==> src/rtl/audio_interpolator.sv <==
// Sample-rate smoother feeding the FM modulator: one-deep input buffer plus a
// linear ramp from the previous to the current sample over 2^S clocks.
module audio_interpolator #(
    parameter int A = 8,
    parameter int S = 6
) (
    input  logic                clk,
    input  logic                rst_n,
    input  logic                enable,
    input  logic                in_valid,
    output logic                in_ready,
    input  logic signed [A-1:0] in_sample,
    output logic signed [A-1:0] audio,
    output logic                underrun
);

    localparam logic [1:0]   IDLE     = 2'd0;
    localparam logic [1:0]   RUN      = 2'd1;
    localparam logic [1:0]   HOLD     = 2'd2;
    localparam logic [S-1:0] CNT_LAST = {S{1'b1}};

    logic [1:0]          state;
    logic signed [A-1:0] prev;
    logic signed [A-1:0] cur;
    logic signed [A-1:0] pend;
    logic                pend_full;
    logic [S-1:0]        cnt;
    logic                take;

    logic signed [A+S:0] prev_ext;
    logic signed [A+S:0] diff_ext;
    logic signed [A+S:0] cnt_ext;
    logic signed [A+S:0] prod;
    logic signed [A+S:0] step;
    logic signed [A-1:0] interp;

    assign in_ready = enable && !pend_full;
    assign take     = in_valid && in_ready;

    // The shift is kept in its own signed variable so it stays arithmetic (floor);
    // the sum always lies between prev and cur, so truncation never wraps.
    always_comb begin
        prev_ext = {{(S+1){prev[A-1]}}, prev};
        diff_ext = {{(S+1){cur[A-1]}}, cur} - prev_ext;
        cnt_ext  = {{(A+1){1'b0}}, cnt};
        prod     = diff_ext * cnt_ext;
        step     = prod >>> S;
        interp   = A'(prev_ext + step);
    end

    always_ff @(posedge clk) begin
        if (!rst_n || !enable) begin
            state     <= IDLE;
            prev      <= '0;
            cur       <= '0;
            pend      <= '0;
            pend_full <= 1'b0;
            cnt       <= '0;
            audio     <= '0;
            underrun  <= 1'b0;
        end else begin
            audio    <= (state == IDLE) ? '0 : interp;
            underrun <= 1'b0;

            // A transfer only happens while the buffer is empty, so it never
            // collides with a consume of pend below.
            if (take) begin
                pend      <= in_sample;
                pend_full <= 1'b1;
            end

            case (state)
                IDLE: begin
                    if (pend_full) begin
                        state     <= RUN;
                        prev      <= '0;
                        cur       <= pend;
                        pend_full <= 1'b0;
                        cnt       <= '0;
                    end
                end
                RUN: begin
                    if (cnt == CNT_LAST) begin
                        prev <= cur;
                        cnt  <= '0;
                        if (pend_full) begin
                            cur       <= pend;
                            pend_full <= 1'b0;
                        end else begin
                            state    <= HOLD;
                            underrun <= 1'b1;
                        end
                    end else begin
                        cnt <= cnt + 1'b1;
                    end
                end
                HOLD: begin
                    cnt <= '0;
                    if (pend_full) begin
                        state     <= RUN;
                        cur       <= pend;
                        pend_full <= 1'b0;
                    end
                end
                default: begin
                    state <= IDLE;
                end
            endcase
        end
    end

endmodule

==> config.mk <==
export PLATFORM = sky130hd
export DESIGN_NAME = audio_interpolator
export DESIGN_NICKNAME = d
export VERILOG_FILES = /design/src/rtl/audio_interpolator.sv
export SDC_FILE = /design/constraint.sdc
export NUM_CORES = 1
export LEC_CHECK = 0
export CORE_MARGIN = 4
export CORE_UTILIZATION = 30
export DETAILED_ROUTE_END_ITERATION = 8
export GPL_TIMING_DRIVEN = 0
export SYNTH_ARGS = -nofsm -noshare
export SYNTH_HDL_FRONTEND = slang
export SYNTH_SLANG_ARGS = --single-unit
export TNS_END_PERCENT = 1
==> constraint.sdc <==
create_clock -name clk -period 6.77 [get_ports clk]
set_clock_uncertainty 0.05 [all_clocks]
set_input_delay 2.031 -clock clk [delete_from_list [all_inputs] [get_ports clk]]
set_output_delay 2.031 -clock clk [all_outputs]
set_load 0.03 [all_outputs]
==> results.toml, run 1 <==
[min_path]
min_path_cells = 2
holdCritPathClass = "flop to flop"
min_to = "prev[7]"
hold_start = "prev[7]"

[place]
dp_hpwl_um = 7020
place_area_um2 = 4340
io_buffer_count = 20
pre_cts_ws_ns = -0.516
gp_congestion = 0.802

[cells_and_area]
nets = 598
multi_input_area_um2 = 2990
syn_to_final_growth_pct = 23.1
fin_area_um2 = 4830
antenna_cells = 0
utilization_pct = 38.0
drive_gt1_share_pct = 11.7
seq_area_um2 = 847
fillCellCount = 1311

[synth]
synth_edf_count = 0
yosysWarnings = 0
yosys.cell_types.count = 41
yosysSeqAreaShare_pct = 21.4
syn_nets = 557
async_flop_share_pct = 0
avgSynthCellArea_um2 = 8.37
ys_ff_latch = 42
synthesis.area_um2 = 3930
synth_top_flop_cell = "dfxtp_1"
synthCells = 469

[routing]
ant_nets = 0
vias_per_cell = 4.64
drt_first_iter_violations = 104
num_vias = 3170
finalWirelength_um = 8680
firstDrtPassIters = 6
drc = 0
wl_per_cell_um = 12.7

[global_routing]
grt_max_degree = 14
grt_use_total_pct = 12.3
grt_util_met3_pct = 2.21
grt_overflow = 0
met2_usage_pct = 22.2
grt_first_pass_wirelength_um = 14900
grt_antenna_before_repair = 0
busiest_layer = "met2"
first_global_vias = 3221
use_met1_pct = 15.3

[worst_setup_path]
critPathMaxStageDelay_ns = 0.55
r2r_end = "audio[7]"
end_kind = "flop"
rrSetupSlack_ns = 0.23
reg2reg_depth = 28
crit_fanout = 4
cp-start-kind = "flop"
slowest_stage = "fa_1"
crit_required_ns = 6.94
r2r-start = "cur[0]"
cp_data_arrival_time_ns = 6.71
critical_path_class = "flop to flop"

[clock_tree]
postCtsHoldBufs = 0
clockRootBuffer = "clkbuf_16"
cts_tree = "done"
htreeDepth = 2
numCtsBuffers = 5
clock_latency_ns = 0.29
clk_pin_slew_worst_paths_ns = 0.06
clock-sinks = 42
clockBufferDepth = 2

[run]
maxCapViolCount = 0

[die]
die_x_um = 122
num_rows = 41
core_um2 = 12700
io_pins = 22
dieArea_um2 = 15000
floorplan.die.height_um = 122
start_util_pct = 30.9

[sta]
hold_viol = 0
timing.final.crit_share_pct = 96.6
drv_slew = 0
slew_headroom_pct = 56.6
worst_pin_slew_ns = 0.645
setup_viol = 0
setup_slack_ns = 0.231
post-route-min-period_ns = 6.54
max_freq_ghz = 0.153

[power_and_ir_drop]
power_density_nw_per_um2 = 113
ir_drop_mv = 0.0951
p_leak_uw = 0.00219

[status]
status = "complete, no violations"
-- metal layers --
| metal | vias to the layer above | wire length (um) |
|---|---|---|
| met1 | 1501 | 3940 |
| met5 | - | 0 |
| met4 | 0 | 136 |
| li1 | 1609 | - |
| met3 | 11 | 239 |
| met2 | 49 | 4360 |
-- worst max-delay path by stage --
stage | startpoint | endpoint | slack [ns]
floorplan | prev[1] | audio[7] | 0.32
global placement | cur[0] | audio[7] | -0.49
detailed placement | cur[0] | audio[7] | -0.52
CTS | prev[1] | audio[7] | 0.03
global route | cur[0] | audio[7] | -0.02
finish | cur[0] | audio[7] | 0.23
-- placed cells by master, fill, tap and decap left out, types with 3 or more instances in the layout --
master	netlist	routed
mux2i_1	8	8
clkbuf_1	13	14
a21oi_1	31	28
nor2_2	0	4
nor3_1	7	7
nand2b_1	5	5
dfxtp_1	42	39
nor2b_1	14	11
inv_1	67	66
xnor2_1	16	13
or4_1	4	4
and2_1	33	31
nand3_1	22	22
buf_4	0	14
fa_1	35	34
nor2_1	40	36
o21ai_0	10	6
nand2_1	40	40
ha_2	0	3
o21ai_1	1	3
clkbuf_16	0	5
clkdlybuf4s50_1	0	20
a21o_1	3	3
o21bai_1	3	3
o21a_1	5	5
ha_1	41	36
-- what timing repair did --
| action | CTS | global route |
|---|---|---|
| gates cloned | 0 | 0 |
| pin swaps | 4 | 21 |
| gates resized for setup | 16 | 34 |
| setup endpoints to repair | 2 | 3 |
| setup buffers | 1 | 13 |
-- power breakdown --
group	total (uW)	switching (uW)	internal (uW)
registers	249	0.800	248
logic	22.2	12.5	9.63
clock network	273	98.8	174
total	544	112	432
-- cells by family (layout without fill, tap and decap cells) --
logic type                 after synthesis  in the layout  synth area share (%)
AOI/OAI and AO/OA                       71             71                  11.5
xor gates and xnor gates                20             20                  4.81
adders and majority gates               76             76                  30.9
buffers and inverters                   81            123                  7.75
DFF                                     42             42                  21.4
muxes                                    8              8                  2.04
and+or+nand+nor                        171            171                  21.5
-- area by class of cell --
cell class | count | share of cell area [%]
clock inverter | 2 | 0.777
tap | 172 | 4.45
clock buffer | 6 | 2.67
buffer | 14 | 1.09
sequential | 42 | 17.5
timing repair buffer | 34 | 6.32
multi-input combinational | 346 | 62.0
inverter | 67 | 5.21
-- state kept, by name (all words and copies together) (netlist names) --
signal and flops:
audio 8, cnt 6, cur 8, pend 8, pend_full 1, prev 8, state 2, underrun 1
-- critical path, delay by kind of cell, from the launching register on --
| kind | cells | cell delay (ns) |
|---|---|---|
| compound gates | 9 | 1.69 |
| fa+ha+maj | 8 | 2.90 |
| buf+inv | 3 | 0.14 |
| flops | 1 | 0.35 |
| xor+xnor | 2 | 0.39 |
| simple gates | 6 | 0.94 |
-- stage by stage --
step / total power (uW) / cells / hold WS, ns / TNS (ns)
final: 544 / 683 / 0.406 / 0
after global routing: 563 / 683 / 0.429 / -0.0236
after CTS: 549 / 670 / 0.407 / 0
after detailed placement: 277 / 661 / 0.400 / -0.561
after global placement: 277 / 661 / 0.392 / -0.507
after floorplan: 266 / 469 / 0.382 / 0
-- Yosys cell counts, types with 4 or more instances --
library cell	instances	share of area [%]
inv_1	67	6.4
dfxtp_1	42	21
ha_1	41	13
nand2_1	40	3.8
nor2_1	40	3.8
fa_1	35	18
and2_1	33	5.3
a21oi_1	31	4.0
nand3_1	22	2.8
xnor2_1	16	3.6
nor2b_1	14	2.2
clkbuf_1	13	1.2
o21ai_0	10	1.3
mux2i_1	8	2.0
nor3_1	7	0.89
nand2b_1	5	0.80
o21a_1	5	0.96
or4_1	4	0.77
No activity file was read; power rests on OpenSTA's default activity.
==> inputs of run 2 (changes only) <==
Settings changed: RECOVER_POWER set to 25.
==> run 2 against run 1 <==
Net effect:
- sequential power about the same
- non-clock buffer count did not move
- total power barely moved
- flip-flop and latch count is the same
- critical endpoint unchanged
- via count is the same
==> results.toml, run 2 (synthesized netlist as in run 1, its figures left out) <==
[worst_setup_path]
path_buf_inv = 3
crit_required_ns = 6.94
cp-start-kind = "flop"
reg2reg_depth = 28
slowest_stage = "fa_1"
crit_fanout = 4
cp_data_arrival_time_ns = 6.71
r2r-start = "cur[0]"
cp.depth = 28
critical_path_class = "flop to flop"
end_kind = "flop"
crit_family = "adder cells"
crit_start = "cur[0]"
critPathMaxStageDelay_ns = 0.55

[routing]
wl_met3_um = 239
finalWirelength_um = 8680
route.met2.wl_um = 4360
num_vias = 3170
vias_per_cell = 4.64
wl_per_cell_um = 12.7
ant_nets = 0
firstDrtPassIters = 6
top_layer_used = "met4"
drc = 0
m1WireLength_um = 3940
drt_first_iter_violations = 104

[sta]
max_freq_ghz = 0.153
hold_viol = 0
timing.final.crit_share_pct = 96.6
drv_slew = 0
whs_ns = 0.406
worst_pin_slew_ns = 0.645
post-route-min-period_ns = 6.54
setup_viol = 0
slew_headroom_pct = 56.6

[power_and_ir_drop]
p_sw_share_pct = 20.6
ir_drop_mv = 0.0951
power_density_nw_per_um2 = 113
seqPwrFrac_pct = 45.8
power.share.clock_pct = 50.2
p_comb_share_pct = 4.1
p_leak_uw = 0.00219
internal-power_uw = 432
p_switching_uw = 112

[global_routing]
grt_max_degree = 14
grt_first_pass_wirelength_um = 14900
first_global_vias = 3221
grt_antenna_before_repair = 0
grt_use_total_pct = 12.3
grt_overflow = 0

[die]
start_util_pct = 30.9
io_pins = 22
num_rows = 41
floorplan.die.height_um = 122
core_um2 = 12700
die_x_um = 122
dieArea_um2 = 15000

[clock_tree]
clockBufferDepth = 2
htreeDepth = 2
clockRootBuffer = "clkbuf_16"
postCtsHoldBufs = 0
cts_tree = "done"
numCtsBuffers = 5
clock_latency_ns = 0.29
clock-sinks = 42
clk_pin_slew_worst_paths_ns = 0.06

[cells_and_area]
antenna_cells = 0
final_cell_mix = "66 x inv_1, 40 x nand2_1, 39 x dfxtp_1, 36 x nor2_1, 36 x ha_1"
fillCellCount = 1311
nets = 598
drive_gt1_share_pct = 11.7
final_common_cell = "inv_1"
syn_to_final_growth_pct = 23.1
seq_area_um2 = 847
multi_input_area_um2 = 2990
utilization_pct = 38.0

[status]
status = "complete, no violations"

[run]
maxCapViolCount = 0

[min_path]
hold_start = "prev[7]"
min_path_cells = 2
holdCritPathClass = "flop to flop"

[place]
gp_congestion = 0.802
io_buffer_count = 20
dp_hpwl_um = 7020
[run 2: changes by cell type in the layout (fill, tap and decap cells not counted), sizes merged]
cell           before  now
clkdlybuf4s50      20   19
dlygate4sd3         0    1
[run 2: timing repair]
action,CTS,global route
gates resized for setup,16,34
endpoints found under the setup margin,2,3
buffers inserted,1,13
pin swaps,4,21
[run 2: area by class of cell]
type / count / area share, %
Buffer: 14 / 1.09
Clock buffer: 6 / 2.67
Clock inverter: 2 / 0.777
Inverter: 67 / 5.21
Multi-Input combinational cell: 346 / 62.0
Sequential cell: 42 / 17.5
Tap cell: 172 / 4.45
Timing Repair Buffer: 34 / 6.32
[run 2: worst paths after layout]
path         slack [ns]        to
max                0.23  audio[7]
min                0.41   prev[7]
max reg2reg        0.23  audio[7]
min reg2reg        0.41   prev[7]
[run 2: routing by layer]
| metal | global-route usage [%] | vias up |
|---|---|---|
| met2 | 22.2 | 49 |
| met1 | 15.3 | 1501 |
| met4 | 2.87 | 0 |
| li1 | - | 1609 |
| met5 | 0 | - |
| met3 | 2.21 | 11 |
[run 2: power by group through the flow]
| stage | sequential [uW] | clock [uW] | combinational [uW] |
|---|---|---|---|
| floorplan | 255 | 0 | 11.8 |
| global placement | 255 | 0 | 21.8 |
| detailed placement | 255 | 0 | 21.9 |
| CTS | 249 | 278 | 22.1 |
| global route | 249 | 290 | 24.2 |
| finish | 249 | 273 | 22.0 |
[run 2: stage by stage]
stage	instances	worst slack [ns]	instance area, um2	total power [uW]	setup TNS, ns
2_1_floorplan	469	0.324	3930	266	0
3_3_place_gp	661	-0.492	4340	277	-0.507
3_5_place_dp	661	-0.516	4340	277	-0.561
4_1_cts	670	0.0261	4560	549	0
5_1_grt	683	-0.0202	4830	563	-0.0236
6_report	683	0.231	4830	544	0
[run 2: worst reg2reg max path: cells and delay by family, from the launching register on]
| family | cells | cell delay (ns) |
|---|---|---|
| AO/OA/AOI/OAI | 9 | 1.69 |
| XOR/XNOR | 2 | 0.39 |
| adder cells (fa/ha/maj) | 8 | 2.90 |
| buffers and inverters | 3 | 0.14 |
| flip-flops | 1 | 0.35 |
| AND/OR/NAND/NOR | 6 | 0.94 |
==> inputs of run 3 (changes only) <==
Settings changed: ABC_AREA set to 1.
Clock period 6.77 ns to 7.6 ns, I/O delays scaled along.
==> run 3 against run 2 <==
Net effect:
- count of clock-buffer cells in the layout is the same
- sequential power is 10% lower
- largest power group unchanged
- largest cell class unchanged
- global-route usage rose by 0.29 points
- critical path depth is 7 higher
- clock power decreased by 10%
- fmax is 6.0% lower
- final area is 2.7% lower
- wire length rose by 7.2%
- die area rose by 4.8%
- synthesized cell count grew 17%
==> results.toml, run 3 <==
[die]
die_x_um = 125
dieArea_um2 = 15700
io_pins = 22
floorplan.die.height_um = 125
num_rows = 42
start_util_pct = 30.9
core_um2 = 13300

[min_path]
holdCritPathClass = "flop to flop"
min_path_cells = 2

[clock_tree]
clk_pin_slew_worst_paths_ns = 0.06
clockBufferDepth = 2
clock_latency_ns = 0.29
cts_tree = "done"
cts_resized = 0
numCtsBuffers = 5
cts_setup_buffers = 0
htreeDepth = 2
clock-sinks = 42
clockRootBuffer = "clkbuf_16"
postCtsHoldBufs = 0

[worst_setup_path]
critPathMaxStageDelay_ns = 0.55
end_kind = "flop"
cpMostUsedCell = "nand2_1"
critical_path_class = "flop to flop"
slowest_stage = "fa_1"
crit_fanout = 5
cp_data_arrival_time_ns = 7.12
cp-start-kind = "flop"
crit_required_ns = 7.76
reg2reg_depth = 35

[cells_and_area]
final_common_cell = "inv_1"
fin_cells = 754
drive_gt1_share_pct = 6.75
nets = 665
syn_to_final_growth_pct = 14.0
antenna_cells = 0
utilization_pct = 35.2
final_cell_mix = "108 x inv_1, 83 x nand2_1, 67 x nor2_1, 55 x a21oi_1, 42 x dfxtp_1"
fin_area_um2 = 4700

[synth]
synthCells = 550
async_flop_share_pct = 0
synth.area.top_cells = "dfxtp_1 20%, fa_1 17%, ha_1 12%, inv_1 9.8%, nand2_1 7.6%"
synth_edf_count = 0
synthesis.area_um2 = 4130
ys_ff_latch = 42
yosysWarnings = 0
syn_nets = 638
synth_top_flop_cell = "dfxtp_1"
yosysSeqAreaShare_pct = 20.4
avgSynthCellArea_um2 = 7.50
synth_common_cells = "108 x inv_1, 83 x nand2_1, 67 x nor2_1"
netlist.top_cell.by_area = "dfxtp_1"
yosys.cell_types.count = 35
synth.most_common_cell = "inv_1"
yosysTopAreaCellShare_pct = 20.4

[status]
status = "complete, no violations"

[power_and_ir_drop]
power.total_uw = 520
p_leak_uw = 0.00222
power_density_nw_per_um2 = 111
ir_drop_mv = 0.0787

[place]
dp_hpwl_um = 7710
gp_congestion = 0.900
dp_cells = 746
place_area_um2 = 4550
io_buffer_count = 20

[sta]
rsz0062_at_grt = "no"
post-route-min-period_ns = 6.96
hold_viol = 0
drv_slew = 0
slew_headroom_pct = 51.3
max_freq_ghz = 0.144
setup_viol = 0
worst_pin_slew_ns = 0.730
timing.final.crit_share_pct = 91.6
tns_ns = 0

[routing]
firstDrtPassIters = 4
drc = 0
ant_nets = 0
drt_first_iter_violations = 145
num_vias = 3466
vias_per_cell = 4.60
wl_per_cell_um = 12.3
finalWirelength_um = 9300

[global_routing]
grt_util_met3_pct = 2.60
grt_use_total_pct = 12.6
met2_usage_pct = 21.0
first_global_vias = 3543
grt_antenna_before_repair = 0
busiest_layer = "met2"
grt_overflow = 0
grt_first_pass_wirelength_um = 16500
use_met1_pct = 16.8
grt_max_degree = 14

[run]
maxCapViolCount = 0
## run 3: cell types whose count changed in the layout (fill, tap and decap cells not counted), sizes merged, moves of 5 or more
| cell | delta |
|---|---|
| inv | +50 |
| a21oi | +26 |
| clkbuf | -8 |
| nand2 | +43 |
| nand2b | -5 |
| xnor2 | -11 |
| mux2i | -8 |
| xor2 | +9 |
| o21ai | +12 |
| a211oi | +9 |
| nor2b | -14 |
| and2 | -33 |
| nor2 | +33 |
| buf | -12 |
## run 3: worst paths after layout
kind	start	slack, ns	endpoint
hold reg to reg	pend[0]	0.41	pend[0]
setup / recovery	prev[0]	0.64	audio[7]
setup reg to reg	prev[0]	0.64	audio[7]
hold / removal	pend[0]	0.41	pend[0]
## run 3: cell families (layout without fill, tap and decap cells)
kind of cell,Yosys count,count (layout),synth area share [%]
compound gates,100,100,15.2
xor+xnor,17,17,3.97
buf+inv,125,153,11.6
simple gates,190,190,19.5
fa+ha+maj,76,76,29.4
flops,42,42,20.4
## run 3: metrics by stage
| step | hold slack [ns] | setup slack, ns |
|---|---|---|
| 2_1_floorplan | 0.388 | 1.54 |
| 3_3_place_gp | 0.398 | 0.799 |
| 3_5_place_dp | 0.403 | 0.662 |
| 4_1_cts | 0.413 | 0.633 |
| 5_1_grt | 0.431 | 0.173 |
| 6_report | 0.411 | 0.642 |
## run 3: routing by layer
metal | share of wire (%) | routed length, um
met1 | 48 | 4450
met2 | 47 | 4380
met3 | 3.7 | 348
met4 | 1.4 | 128
met5 | 0 | 0
## run 3: report_power, final
group          internal [uW]  switching [uW]  total [uW]
registers                222            1.89         224
logic                   17.6            32.6        50.2
clock network            155            90.1         245
total                    395             125         520
## run 3: area by class of cell
cell class                      count  area, um2
Tap cell                          176        220
Clock inverter                      2       37.5
Sequential cell                    42        841
Fill cell                        1454       8650
Clock buffer                        6        129
Buffer                              8       38.8
Multi-Input combinational cell    383       2800
Inverter                          117        439
Timing Repair Buffer               20        200
## run 3: worst max-delay path, delay by kind of cell, from the launching register on
family | cells | cell delay (ns)
DFF | 1 | 0.36
adders and majority gates | 8 | 3.36
buffers and inverters | 6 | 0.49
AOI/OAI and AO/OA | 4 | 0.74
and+or+nand+nor | 15 | 1.36
xor gates and xnor gates | 2 | 0.53
